**config.mk**
```make
export PLATFORM = sky130hd
export DESIGN_NAME = eth_gmii_tx
export DESIGN_NICKNAME = d
export VERILOG_FILES = /design/src/rtl/eth_pkg.sv /design/src/rtl/eth_crc32_byte.sv /design/src/rtl/eth_gmii_tx.sv
export SDC_FILE = /design/constraint.sdc
export NUM_CORES = 1
export LEC_CHECK = 0
export ABC_AREA = 1
export ABC_CLOCK_PERIOD_IN_PS = 4400
export CAP_MARGIN = 30
export CORE_ASPECT_RATIO = 2
export CORE_MARGIN = 2
export CORE_UTILIZATION = 45
export DETAILED_ROUTE_END_ITERATION = 10
export GPL_TIMING_DRIVEN = 0
export PLACE_DENSITY = 0.63
export SYNTH_ARGS = -nofsm -noshare
export SYNTH_HDL_FRONTEND = slang
export SYNTH_SLANG_ARGS = --single-unit
```
**constraint.sdc**
```tcl
create_clock -name clk -period 4.4 [get_ports clk]
set_clock_uncertainty 0.15 [all_clocks]
set_input_delay 0.88 -clock clk [delete_from_list [all_inputs] [get_ports clk]]
set_output_delay 0.88 -clock clk [all_outputs]
set_load 0.02 [all_outputs]
```
**src/rtl/eth_pkg.sv**
```systemverilog
// eth_pkg: shared constants and state type for the GMII transmit/receive MAC path.
package eth_pkg;

    localparam logic [7:0]  ETH_PREAMBLE_BYTE = 8'h55;
    localparam logic [7:0]  ETH_SFD_BYTE      = 8'hD5;
    localparam logic [31:0] ETH_CRC_POLY_REFL = 32'hEDB88320;
    localparam logic [31:0] ETH_CRC_INIT      = 32'hFFFFFFFF;
    localparam int          ETH_MIN_FRAME     = 60;
    localparam int          ETH_IFG           = 12;

    // Transmit framer states; each state names the kind of byte chosen for the wire.
    typedef enum logic [2:0] {
        TX_IDLE,
        TX_PREAMBLE,
        TX_SFD,
        TX_DATA,
        TX_PAD,
        TX_FCS,
        TX_ABORT,
        TX_IFG
    } tx_state_t;

endpackage

```
**src/rtl/eth_crc32_byte.sv**
```systemverilog
// eth_crc32_byte: one byte step of the IEEE 802.3 CRC-32 (reflected, LSB first).
// Purely combinational so both the transmit framer and the receive FCS checker can use it.
module eth_crc32_byte
    import eth_pkg::*;
(
    input  logic [31:0] crc_in,
    input  logic [7:0]  data,
    output logic [31:0] crc_out
);

    // Fold the byte into the low end, then shift out eight bits against the reflected polynomial.
    always_comb begin
        crc_out = crc_in ^ {24'h000000, data};
        for (int i = 0; i < 8; i++) begin
            if (crc_out[0]) begin
                crc_out = (crc_out >> 1) ^ ETH_CRC_POLY_REFL;
            end else begin
                crc_out = crc_out >> 1;
            end
        end
    end

endmodule

```
**src/rtl/eth_gmii_tx.sv**
```systemverilog
// eth_gmii_tx: AXI-Stream byte frames in, GMII transmit bytes out.
// Adds preamble/SFD, CRC-32 FCS and a fixed inter-frame gap; an input underrun inside a
// frame is signalled with one txer byte and the rest of that frame is discarded.
// Optional feature: define ETH_GMII_TX_PAD_EN to zero-pad runt frames to MIN_FRAME_BYTES.
// PREAMBLE_BYTES must be at least 2 (IDLE emits the first preamble byte itself).
module eth_gmii_tx
    import eth_pkg::*;
#(
    parameter int PREAMBLE_BYTES = 7,
    parameter int IFG_BYTES      = ETH_IFG
`ifdef ETH_GMII_TX_PAD_EN
    ,
    parameter int MIN_FRAME_BYTES = ETH_MIN_FRAME
`endif
) (
    input  logic       clk,
    input  logic       sreset,
    output logic       axis_i_tready,
    input  logic       axis_i_tvalid,
    input  logic       axis_i_tlast,
    input  logic [7:0] axis_i_tdata,
    output logic [7:0] eth_txd,
    output logic       eth_txen,
    output logic       eth_txer
);

    localparam logic [7:0] PRE_LAST = 8'(PREAMBLE_BYTES - 1);
    localparam logic [7:0] IFG_LAST = 8'(IFG_BYTES - 1);
`ifdef ETH_GMII_TX_PAD_EN
    localparam logic [7:0] MIN_CNT  = 8'(MIN_FRAME_BYTES);
`endif

    tx_state_t   state;
    logic [7:0]  cnt;
    logic [31:0] crc;
    logic [31:0] crc_next;
    logic [7:0]  crc_data;
`ifdef ETH_GMII_TX_PAD_EN
    logic [7:0]  byte_cnt;
`endif

    assign axis_i_tready = (state == TX_DATA) || (state == TX_ABORT);

    // Payload bytes feed the CRC in DATA; pad bytes are zeros.
    always_comb begin
        crc_data = (state == TX_DATA) ? axis_i_tdata : 8'h00;
    end

    eth_crc32_byte u_crc (
        .crc_in  (crc),
        .data    (crc_data),
        .crc_out (crc_next)
    );

    // Framer FSM: each state picks the next wire byte, which the output registers present one cycle later.
    always_ff @(posedge clk) begin
        if (sreset) begin
            state    <= TX_IDLE;
            cnt      <= 8'd0;
            crc      <= ETH_CRC_INIT;
            eth_txd  <= 8'h00;
            eth_txen <= 1'b0;
            eth_txer <= 1'b0;
`ifdef ETH_GMII_TX_PAD_EN
            byte_cnt <= 8'd0;
`endif
        end else begin
            eth_txd  <= 8'h00;
            eth_txen <= 1'b0;
            eth_txer <= 1'b0;
            case (state)
                TX_IDLE: begin
                    if (axis_i_tvalid) begin
                        eth_txd  <= ETH_PREAMBLE_BYTE;
                        eth_txen <= 1'b1;
                        cnt      <= 8'd1;
                        crc      <= ETH_CRC_INIT;
`ifdef ETH_GMII_TX_PAD_EN
                        byte_cnt <= 8'd0;
`endif
                        state    <= TX_PREAMBLE;
                    end
                end
                TX_PREAMBLE: begin
                    eth_txd  <= ETH_PREAMBLE_BYTE;
                    eth_txen <= 1'b1;
                    cnt      <= cnt + 8'd1;
                    if (cnt == PRE_LAST) begin
                        cnt   <= 8'd0;
                        state <= TX_SFD;
                    end
                end
                TX_SFD: begin
                    eth_txd  <= ETH_SFD_BYTE;
                    eth_txen <= 1'b1;
                    state    <= TX_DATA;
                end
                TX_DATA: begin
                    eth_txen <= 1'b1;
                    if (axis_i_tvalid) begin
                        eth_txd <= axis_i_tdata;
                        crc     <= crc_next;
`ifdef ETH_GMII_TX_PAD_EN
                        if (byte_cnt != MIN_CNT) begin
                            byte_cnt <= byte_cnt + 8'd1;
                        end
`endif
                        if (axis_i_tlast) begin
                            cnt   <= 8'd0;
                            state <= TX_FCS;
`ifdef ETH_GMII_TX_PAD_EN
                            if ((byte_cnt + 8'd1) < MIN_CNT) begin
                                state <= TX_PAD;
                            end
`endif
                        end
                    end else begin
                        eth_txer <= 1'b1;
                        state    <= TX_ABORT;
                    end
                end
`ifdef ETH_GMII_TX_PAD_EN
                TX_PAD: begin
                    eth_txen <= 1'b1;
                    crc      <= crc_next;
                    byte_cnt <= byte_cnt + 8'd1;
                    if ((byte_cnt + 8'd1) == MIN_CNT) begin
                        cnt   <= 8'd0;
                        state <= TX_FCS;
                    end
                end
`endif
                TX_FCS: begin
                    eth_txd  <= ~crc[7:0];
                    eth_txen <= 1'b1;
                    crc      <= {8'h00, crc[31:8]};
                    cnt      <= cnt + 8'd1;
                    if (cnt == 8'd3) begin
                        cnt   <= 8'd0;
                        state <= TX_IFG;
                    end
                end
                TX_ABORT: begin
                    if (axis_i_tvalid && axis_i_tlast) begin
                        cnt   <= 8'd0;
                        state <= TX_IFG;
                    end
                end
                TX_IFG: begin
                    cnt <= cnt + 8'd1;
                    if (cnt == IFG_LAST) begin
                        cnt   <= 8'd0;
                        state <= TX_IDLE;
                    end
                end
                default: begin
                    state <= TX_IDLE;
                end
            endcase
        end
    end

endmodule

```
==> results of run 1 <==
==> worst reg2reg max path: stages, from the launching register on <==
cell      delay, ns
dfxtp_1        0.31
buf_4          0.17
inv_1          0.09
nor2_2         0.19
nand2_1        0.25
nand2_2        0.32
inv_2          0.19
nor2_2         0.39
o311ai_0       0.22
o21ai_0        0.11
nand2_1        0.07
==> layer usage <==
| layer | track usage (%) | share of wire [%] | up-vias |
|---|---|---|---|
| li1 | - | - | 2081 |
| met1 | 26.37 | 35 | 1897 |
| met2 | 52.49 | 53 | 146 |
| met3 | 2.307 | 3.7 | 56 |
| met4 | 20.73 | 7.7 | 0 |
| met5 | 0 | 0 | - |
==> flip-flops by register name, indices dropped and copies added, names as in the netlist <==
register	count
eth_txer	1
crc	32
eth_txd	8
cnt	8
state	3
eth_txen	1
==> cells in the mapped netlist (3+ instances only) <==
library cell	count
dfxtp_1	53
inv_2	5
xor2_1	19
o21ai_0	41
nand3_2	5
buf_1	4
nand4_1	11
nand2_2	20
inv_1	64
o31ai_1	3
xor2_2	3
buf_6	4
nand3b_1	3
nand2_1	239
xnor2_1	4
nor3b_1	4
a221oi_1	4
nor2_1	35
o21bai_1	3
o21ai_1	4
clkbuf_1	11
a21oi_1	11
nand2_4	7
nand3_1	52
nor2_2	4
==> cells by family (layout without fill, tap and decap cells) <==
group / after synthesis / count (layout) / synth area share [%]
XOR/XNOR: 26 / 26 / 6.404
AO/OA/AOI/OAI: 77 / 77 / 11.40
AND/OR/NAND/NOR: 388 / 388 / 44.57
buffers and inverters: 92 / 120 / 9.830
flip-flops: 53 / 53 / 27.15
adder cells (fa/ha/maj): 2 / 2 / 0.6403
==> power by group through the flow <==
stage          combinational, mW  sequential (mW)  clock (mW)
3_3_place_gp                2.16            0.731           0
5_1_grt                     2.47            0.742       0.495
4_1_cts                     2.21            0.726       0.478
2_1_floorplan               1.59            0.740           0
6_report                    2.25            0.727       0.474
3_5_place_dp                2.20            0.735           0
==> final cells by class <==
type / instances / area, µm² / area share (%)
Clock buffer: 6 / 138.9 / 3.150
Inverter: 70 / 265.3 / 6.016
Tap cell: 100 / 125.1 / 2.838
Timing Repair Buffer: 20 / 200.2 / 4.540
Buffer: 22 / 118.9 / 2.696
Multi-Input combinational cell: 493 / 2462 / 55.85
Sequential cell: 53 / 1061 / 24.06
Clock inverter: 2 / 37.54 / 0.8513
==> path summary, 6_finish.rpt <==
check	end	cells past startpoint
worst max-delay path	axis_i_tready	4
worst min-delay path	cnt[6]	2
worst max register to register	crc[11]	10
worst min register to register	cnt[6]	2
==> results_dict.tcl, run 1 <==
set metrics [dict create \
    syn_inst 638 \
    numCtsBuffers 5 \
    viasPerCell 5.457 \
    cpLargestDelayFamily "buffers and inverters" \
    clk_path_buf_depth 2 \
    vias 4180 \
    port_buffers 20 \
    yosys_warnings 0 \
    synth_top_cell_by_area "dfxtp_1" \
    grt_max_degree 17 \
    post-route-util_pct 51.70 \
    ctsResizeCount 0 \
    gp_congestion 0.9634 \
    finalHoldViolCount 0 \
    ctsHoldBuffers 0 \
    slowest_stage "clkdlybuf4s50_1" \
    synthTopCellsByArea "dfxtp_1 (27%), nand2_1 (23%), nand3_1 (6.7%)" \
    clk_pin_slew_worst_paths_ns 0.07 \
    fin_cells 766 \
    fp.dieArea_um2 9490 \
    fmax_mhz 346.4 \
    placed_cell_area_um2 4233 \
    grt_pass1_vias 3943 \
    finalPower_mw 3.447 \
    p_int_mw 1.615 \
    area_delta_synth_final_pct 12.84 \
    finalNetCount 679 \
    core-area_um2 8528 \
    post-route-period-util_pct 65.61 \
    p_comb_share_pct 65.2 \
    antenna_found_initial 0 \
    htreeDepth 2 \
    synth_area_per_cell_um2 6.125 \
    fp.dieW_um 69.89 \
    antenna_cells 0 \
    final_common_cell "nand2_1" \
    ant_nets 0 \
    seq_area_frac_synth_pct 27.15 \
    period_needed_ns 2.887 \
    setup_viol 0 \
    r2r_slack_ns 1.81 \
    fin_tns_setup_ns 0 \
    hold_slack_ns 0.3477 \
    nFillCells 902 \
    start_util_pct 45.82 \
    grt_overflow 0 \
    crit_path_start "state[2]" \
    path_buf_inv 2 \
    cts_tree "done" \
    ir_worst_vdd_mv 0.4279 \
    wirelength_um 12950 \
    path_max_fanout 8 \
    drive_above_1_share_pct 9.459 \
    syn_area_um2 3907 \
    ctsRootBufferMaster "clkbuf_16" \
    setup_ws_ns 1.513 \
    swShare_pct 53.15 \
    dp_cells 758 \
    async_reset_ff_share_pct 0 \
    ys_types 43 \
    p_leak_nw 2.214 \
    worstMarginPinSlew_ns 0.6882 \
    synth_fp_nets 652 \
    hp-class "flip-flop to flip-flop" \
    grt_pass1_wl_um 19950 \
    powerDensity_nw_per_um2 781.8 \
    post-dp-hpwl_um 9927 \
    worst_slew_margin_rel_pct 54.12 \
    r2r-start "state[0]" \
    status "complete, no violations" \
    hp-start "cnt[6]" \
    rsz0062_at_grt "no" \
    grtUsageTotal_pct 27.44 \
    stdcell_area_um2 4409 \
    clk_latency_ns 0.30 \
    drv_slew 0 \
    remaining_drc_errors 0 \
    switchingPower_mw 1.832 \
    worst_setup_path_end_kind "output port" \
    power_frac_seq_pct 21.1 \
    crit_required_ns 3.37 \
    drt-initial-drc-count 338 \
    mostFrequentLayoutCells "nand2_1 (239), inv_1 (64), dfxtp_1 (53)" \
    ys_ff_latch 53 \
    pre_cts_ws_ns 1.375 \
    synth_edf_count 0 \
    crit_chain "inv_2 > nand3_2 > nand2_2 > clkdlybuf4s50_1" \
    rows 48 \
    cts_sinks 53 \
    yosysTopAreaCellShare_pct 27.15 \
    die_y_um 135.8 \
    critical_path_class "flip-flop to output port" \
    arrival_ns 1.86 \
    pin_count 23 \
    first_pass_iters 5 \
    synth_flop_cell "dfxtp_1" \
    p_clk_share_pct 13.7 \
    start_kind "flip-flop" \
    wire_per_inst_um 16.90 \
    cts_setup_buffers 0 \
    cap_violations 0 \
    critPathMaxStageDelay_ns 0.61 \
]
Power figures use the tool's default switching activity.
==> run 2: changes to the inputs <==
ABC_CLOCK_PERIOD_IN_PS = 2640   (was 4400)
PLACE_DENSITY = 0.65   (was 0.63)
clock period = 2.64 ns   (was 4.4 ns; I/O delays follow)
==> run 2 against run 1 <==
Net effect:
- clock power rose by 70%
- core utilization up 0.059 points
- hold slack got worse by 0.0035 ns
- count of clock-buffer cells in the layout did not move
- critical path type unchanged
- critical path depth did not move
==> results_dict.tcl, run 2 (same netlist as run 1, synthesis figures left out) <==
set metrics [dict create \
    clk_path_buf_depth 2 \
    port_buffers 20 \
    drt-initial-drc-count 310 \
    regArea_um2 1061 \
    start_kind "flip-flop" \
    clk_latency_ns 0.30 \
    gp_congestion 1.002 \
    fmax_mhz 389.0 \
    largest_register_ffs 32 \
    antenna_cells 0 \
    period_needed_ns 2.571 \
    worst_setup_path_end_kind "output port" \
    drive_above_1_share_pct 9.459 \
    p_leak_nw 2.215 \
    r2r_cells 14 \
    finalNetCount 679 \
    mostFrequentLayoutCells "nand2_1 (239), inv_1 (64), dfxtp_1 (53)" \
    hp-class "flip-flop to flip-flop" \
    nFillCells 902 \
    remaining_drc_errors 0 \
    antenna_found_initial 0 \
    path_max_fanout 8 \
    grt_overflow 0 \
    first_pass_iters 7 \
    worstMarginPinSlew_ns 0.7019 \
    ctsRootBufferMaster "clkbuf_16" \
    wire_per_inst_um 16.86 \
    grt_pass1_wl_um 20310 \
    powerDensity_nw_per_um2 1306 \
    fp.dieW_um 69.89 \
    grt_max_degree 17 \
    cp-endpoint "axis_i_tready" \
    crit_path_start "state[2]" \
    regMostFlops "crc" \
    cap_violations 0 \
    grt_pass1_vias 4044 \
    grtUsageTotal_pct 27.84 \
    critical_path_class "flip-flop to output port" \
    worst_slew_margin_rel_pct 53.21 \
    post-route-period-util_pct 97.38 \
    timing.rr.end "crc[27]" \
    finalHoldViolCount 0 \
    vias 4228 \
    post-route-util_pct 51.76 \
    multi_input_area_um2 2467 \
    hp-start "cnt[6]" \
    drv_slew 0 \
    cts_tree "done" \
    post-dp-hpwl_um 9899 \
    setup_ws_ns 0.06907 \
    start_util_pct 45.82 \
    ir_worst_vdd_mv 0.6246 \
    wirelength_um 12920 \
    r2r-start "state[0]" \
    final_common_cell "nand2_1" \
    fp.dieArea_um2 9490 \
    clk_pin_slew_worst_paths_ns 0.07 \
    status "complete, no violations" \
    numCtsBuffers 5 \
    dp_cells 758 \
    cts_sinks 53 \
    rows 48 \
    rsz0062_at_grt "no" \
    pin_count 23 \
    area_delta_synth_final_pct 12.97 \
    viasPerCell 5.520 \
    stdcell_area_um2 4414 \
    fin_cells 766 \
    crit_required_ns 1.96 \
    core-area_um2 8528 \
    die_y_um 135.8 \
    pre_cts_ws_ns -0.04673 \
    placed_cell_area_um2 4233 \
    ctsHoldBuffers 0 \
    r2r_slack_ns 0.19 \
    ant_nets 0 \
    htreeDepth 2 \
    reg.largest.list "crc x32, cnt x8, eth_txd x8" \
    arrival_ns 1.89 \
    setup_viol 0 \
]
## run 2: worst min-delay path by stage
stage | endpoint | slack, ns | cells after the start
6_report | cnt[6] | 0.34 | 2
5_1_grt | cnt[6] | 0.36 | 2
4_1_cts | cnt[6] | 0.35 | 2
3_5_place_dp | crc[8] | 0.33 | 2
3_3_place_gp | cnt[6] | 0.33 | 2
2_1_floorplan | crc[8] | 0.30 | 2
## run 2: power breakdown
group	leakage [nW]	switching, mW	internal, mW
registers	0.435	0.174	1.03
clock network	0.0831	0.330	0.475
logic	1.70	2.57	1.18
total	2.21	3.07	2.69
## run 2: area by class of cell
cell class | instances | area share, %
Tap cell | 100 | 2.834
Timing Repair Buffer | 20 | 4.535
Clock buffer | 6 | 3.146
Sequential cell | 53 | 24.04
Multi-Input combinational cell | 493 | 55.90
Buffer | 22 | 2.693
Inverter | 70 | 6.009
Clock inverter | 2 | 0.8503
## run 2: metal layers
metal	track usage, %	vias to the layer above	part of all wire [%]
li1	-	2081	-
met1	26.05	1922	34
met2	52.28	164	54
met3	3.199	61	4.8
met4	23.40	0	8.2
met5	0	-	0
## run 2: stage by stage
step / setup TNS (ns) / power, mW / hold WS (ns)
after global routing: 0 / 6.224 / 0.3626
after global placement: -0.01766 / 4.834 / 0.3258
after CTS: 0 / 5.710 / 0.3497
final: 0 / 5.764 / 0.3442
after detailed placement: -0.06010 / 4.896 / 0.3292
after floorplan: 0 / 3.889 / 0.3023
## run 2: critical path: stages, from the launching register on
cell             delay [ns]
dfxtp_1                0.40
inv_2                  0.18
nand3_2                0.21
nand2_2                0.18
clkdlybuf4s50_1        0.62
## run 2: what timing repair did
action | 4_1_cts | 5_1_grt
resized for setup | 0 | 1
buffers inserted | 0 | 0
setup endpoints to repair | 0 | 9
==> variant 1 (settings of run 2) <==
Put one more register stage on the output `eth_txd`, with the module's reset. The value now appears one clock later. The other outputs are not delayed to match.
--- a/src/rtl/eth_gmii_tx.sv
+++ b/src/rtl/eth_gmii_tx.sv
@@ -27,4 +27,6 @@
     localparam logic [7:0] PRE_LAST = 8'(PREAMBLE_BYTES - 1);
     localparam logic [7:0] IFG_LAST = 8'(IFG_BYTES - 1);
+
+    logic [7:0] eth_txd_s0;
 `ifdef ETH_GMII_TX_PAD_EN
     localparam logic [7:0] MIN_CNT  = 8'(MIN_FRAME_BYTES);
@@ -59,5 +61,5 @@
             cnt      <= 8'd0;
             crc      <= ETH_CRC_INIT;
-            eth_txd  <= 8'h00;
+            eth_txd_s0 <= 8'h00;
             eth_txen <= 1'b0;
             eth_txer <= 1'b0;
@@ -66,5 +68,5 @@
 `endif
         end else begin
-            eth_txd  <= 8'h00;
+            eth_txd_s0 <= 8'h00;
             eth_txen <= 1'b0;
             eth_txer <= 1'b0;
@@ -72,5 +74,5 @@
                 TX_IDLE: begin
                     if (axis_i_tvalid) begin
-                        eth_txd  <= ETH_PREAMBLE_BYTE;
+                        eth_txd_s0 <= ETH_PREAMBLE_BYTE;
                         eth_txen <= 1'b1;
                         cnt      <= 8'd1;
@@ -83,5 +85,5 @@
                 end
                 TX_PREAMBLE: begin
-                    eth_txd  <= ETH_PREAMBLE_BYTE;
+                    eth_txd_s0 <= ETH_PREAMBLE_BYTE;
                     eth_txen <= 1'b1;
                     cnt      <= cnt + 8'd1;
@@ -92,5 +94,5 @@
                 end
                 TX_SFD: begin
-                    eth_txd  <= ETH_SFD_BYTE;
+                    eth_txd_s0 <= ETH_SFD_BYTE;
                     eth_txen <= 1'b1;
                     state    <= TX_DATA;
@@ -99,5 +101,5 @@
                     eth_txen <= 1'b1;
                     if (axis_i_tvalid) begin
-                        eth_txd <= axis_i_tdata;
+                        eth_txd_s0 <= axis_i_tdata;
                         crc     <= crc_next;
 `ifdef ETH_GMII_TX_PAD_EN
@@ -132,5 +134,5 @@
 `endif
                 TX_FCS: begin
-                    eth_txd  <= ~crc[7:0];
+                    eth_txd_s0 <= ~crc[7:0];
                     eth_txen <= 1'b1;
                     crc      <= {8'h00, crc[31:8]};
@@ -161,4 +163,12 @@
     end
 
+    always_ff @(posedge clk) begin
+        if (sreset) begin
+            eth_txd <= '0;
+        end else begin
+            eth_txd <= eth_txd_s0;
+        end
+    end
+
 endmodule
 
Behaviour: not the same (Yosys sat finds a counterexample within 4 cycles, from zero or initial values and one cycle with sreset high).
==> variant 1 against run 2 <==
- sequential cell count up 8
- worst setup slack about the same
- total power down 9.7%
- wire length up 2.1%
- synthesized area up 4.1%
- cell area up 6.8%
- count of clock-buffer cells in the layout up 3
- critical path type unchanged
- largest cell class unchanged
- largest power group unchanged
==> variant 1: results (changes against run 2) <==
[layout]
drive_above_1_share_pct = 12.8  ; +3.3 points
area_growth_pct = 15.9
seq_area_share_pct = 25.9  ; +1.9 points
nNonClkInverters = 72  ; +2.9%
nFillCells = 907  ; +0.55%
nonClockBufferCount = 45  ; +7.1%
clock_area_share_pct = 6.34  ; +2.3 points
multi_input_cells = 478  ; -3.0%

[synthesis]
syn_nets = 650  ; -0.31%
synthAdderAreaFrac_pct = 0.615  ; -0.025 points
ys_top_cells_by_count = nand2_1, inv_1, dfxtp_1
synth_seq_cells = 61  ; +15%
ys_seq_area_share_pct = 30.0  ; +2.9 points
syn_area_per_cell_um2 = 6.40  ; +4.4%
yosysUniqueCellTypes = 46  ; +7.0%
yosys-top-cells-area = dfxtp_1, nand2_1, inv_1, nand3_1, a21oi_1
synth_compound_area_share_pct = 12.9  ; +1.6 points

[global_route]
first_global_vias = 4046  ; +0.049%
use_met1_pct = 26.3  ; +0.30 points

[clock_tree]
cts_htree_levels = 3  ; +1
numCtsBuffers = 9  ; +4

[power]
power_density_nw_per_um2 = 1100  ; -15%
switchingPower_mw = 2.48  ; -19%
power.leakage_nw = 2.16  ; -2.4%
vdd_drop_max_v = 0.000450  ; -28%

[hold_path]
min_from = eth_txd_s0[2]
hold_end = eth_txd[2]

[place]
dp_hpwl_um = 10100  ; +2.5%
place_inst = 759  ; +0.13%
placed_area_um2 = 4410  ; +4.1%
gp_congestion = 1.01  ; +0.70%
dp_slack_ns = -0.249  ; -0.202 ns

[routing]
wl_met2_um = 7140  ; +3.3%
vias_per_cell = 5.43  ; -1.6%
routed_wirelength_um = 13200  ; +2.1%
drt-met1-wl_um = 4450  ; +2.6%
vias = 4204  ; -0.57%
dr.pass1.iters = 5  ; -2

[sta]
holdWs_ns = 0.246  ; -0.0983 ns

[setup_path]
r2r_slack_ns = 0.22  ; +0.03 ns
worstReg2RegEnd = crc[26]
cp_max_fo = 19  ; +11
max_stage_delay_ns = 0.60  ; -0.02 ns

[floorplanning]
row_count = 49  ; +2.1%

[status]
outcome = completed

variant 1: changes by cell type in the layout (fill, tap and decap cells not counted), moves of 4 or more:
cell / delta
a21oi_1: +28
clkbuf_16: +4
dfxtp_1: +8
nand2_1: -32
nand3_1: -7
nand4_1: -5
nor2_1: +9
nor3_1: +5
o21ai_0: -17
variant 1: power by group through the flow:
| stage | registers [mW] | logic (mW) | clock network [mW] |
|---|---|---|---|
| after detailed placement | 1.27 | 2.72 | 0 |
| after global placement | 1.26 | 2.67 | 0 |
| after CTS | 1.25 | 2.73 | 1.21 |
| final | 1.25 | 2.75 | 1.20 |
| after floorplan | 1.25 | 1.98 | 0 |
| after global routing | 1.27 | 3.04 | 1.25 |
variant 1: repair_timing:
action,CTS,global route
pin swaps,0,1
resized for setup,0,3
hold endpoints to repair,0,0
setup endpoints to repair,1,3
hold buffers,0,0
cloned,0,0
==> variant 2 (flow settings as in run 2) <==
Without the edit above. The option `ETH_GMII_TX_PAD_EN` is turned on by a define.
--- a/src/rtl/eth_gmii_tx.sv
+++ b/src/rtl/eth_gmii_tx.sv
@@ -4,4 +4,6 @@
 // Optional feature: define ETH_GMII_TX_PAD_EN to zero-pad runt frames to MIN_FRAME_BYTES.
 // PREAMBLE_BYTES must be at least 2 (IDLE emits the first preamble byte itself).
+`define ETH_GMII_TX_PAD_EN
+
 module eth_gmii_tx
     import eth_pkg::*;
Check against the original RTL: same outputs for any inputs over 10 cycles, from zero or initial values and one cycle with sreset high; that may be too few to reach the edited logic, so the function may still have changed.
==> variant 2 against run 2 <==
- combinational power is 19% lower
- worst setup slack gained 0.077 ns
- utilization grew 0.86 points
- total power down 6.5%
- cell area is 16% higher
- die area increased by 14%
- largest power group unchanged
- sequential cell count is 8 higher
- register-to-register slack worse by 0.02 ns
- synthesized area up 15%
- wire length increased by 15%
==> variant 2: results (changes against run 2) <==
[setup_path]
worst_r2r_path_depth = 11  ; -3
worstReg2RegEnd = crc[5]
r2r_start = state[2]

[global_route]
first_global_vias = 4562  ; +13%
use_met1_pct = 27.6  ; +1.5 points
met2_usage_pct = 49.0  ; -3.2 points
groute.usage.overall_pct = 28.3  ; +0.47 points
grt_use_met3_pct = 4.71  ; +1.5 points

[place]
gp_congestion = 1.02  ; +1.6%
io_buffers = 21  ; +5.0%

[layout]
n_clock_buffer = 12  ; +6
multiInputGateArea_um2 = 2850  ; +16%
nFillCells = 1014  ; +12%
clock_area_share_pct = 5.19  ; +1.2 points
nNonClkInverters = 67  ; -4.3%
nonClockBufferCount = 47  ; +12%

[power]
power.leakage_nw = 2.40  ; +8.4%
internal_power_mw = 2.74  ; +1.6%
vdd_drop_max_v = 0.000468  ; -25%

[status]
outcome = completed

[synthesis]
synth_compound_area_share_pct = 12.0  ; +0.62 points
yosysUniqueCellTypes = 40  ; -7.0%
ys_top_cells_by_count = nand2_1, nand3_1, dfxtp_1, inv_1, a21oi_1
syn_nets = 719  ; +10%

[routing]
wl_per_cell_um = 17.1  ; +1.2%
drt_iter0_drc = 295  ; -4.8%
dr.pass1.iters = 5  ; -2

[clock_tree]
clkLatencyLatePin_ns = 0.33  ; +0.03 ns

## variant 2: cell types whose count changed after synthesis, moves of 5 or more
cell / change
a21oi_1: +34
nand3_1: +23
nand2_1: -12
dfxtp_1: +8
nand2_2: +7
o21ai_0: -7
nor2_1: +6
o21ai_1: +5
## variant 2: worst max-delay path by stage
stage | to | slack (ns)
finish | eth_txd[6] | 0.15
global route | eth_txd[6] | 0.02
detailed placement | eth_txd[6] | -0.16
floorplan | crc[25] | 0.71
global placement | eth_txd[6] | -0.19
CTS | eth_txd[6] | 0.15
## variant 2: timing repair
item	in CTS	in global routing
endpoints found under the setup margin	1	0
endpoints found under the hold margin	0	0
gates resized for setup	1	0
## variant 2: power by group through the flow
stage	Clock (mW)	Sequential, mW	Combinational (mW)
floorplan	0	1.28	2.13
global placement	0	1.26	2.91
detailed placement	0	1.27	2.96
CTS	1.10	1.26	2.98
global route	1.14	1.28	3.31
finish	1.10	1.26	3.03
## variant 2: through the flow
stage          hold WS [ns]  instance area [um2]  TNS [ns]  std cells
4_1_cts               0.346                 5140         0        869
6_report              0.347                 5140         0        869
3_5_place_dp          0.335                 4870    -0.461        855
3_3_place_gp          0.323                 4870    -0.478        855
2_1_floorplan         0.302                 4500         0        702
5_1_grt               0.368                 5140         0        869
## variant 2: logic make-up (layout without fill, tap and decap cells)
group / after synthesis / count (layout)
buffers and inverters: 93 / 128
XOR/XNOR: 34 / 34
adder cells (fa/ha/maj): 5 / 5
flip-flops: 61 / 61
AO/OA/AOI/OAI: 101 / 101
AND/OR/NAND/NOR: 408 / 408
## variant 2: worst max-delay path, cell delays in order
cell             delay (ns)
clkdlybuf4s50_1        0.48
clkbuf_1               0.39
inv_1                  0.26
o21ai_0                0.53
inv_1                  0.17
o21ai_0                0.12
a21oi_1                0.06
nor2_1                 0.08
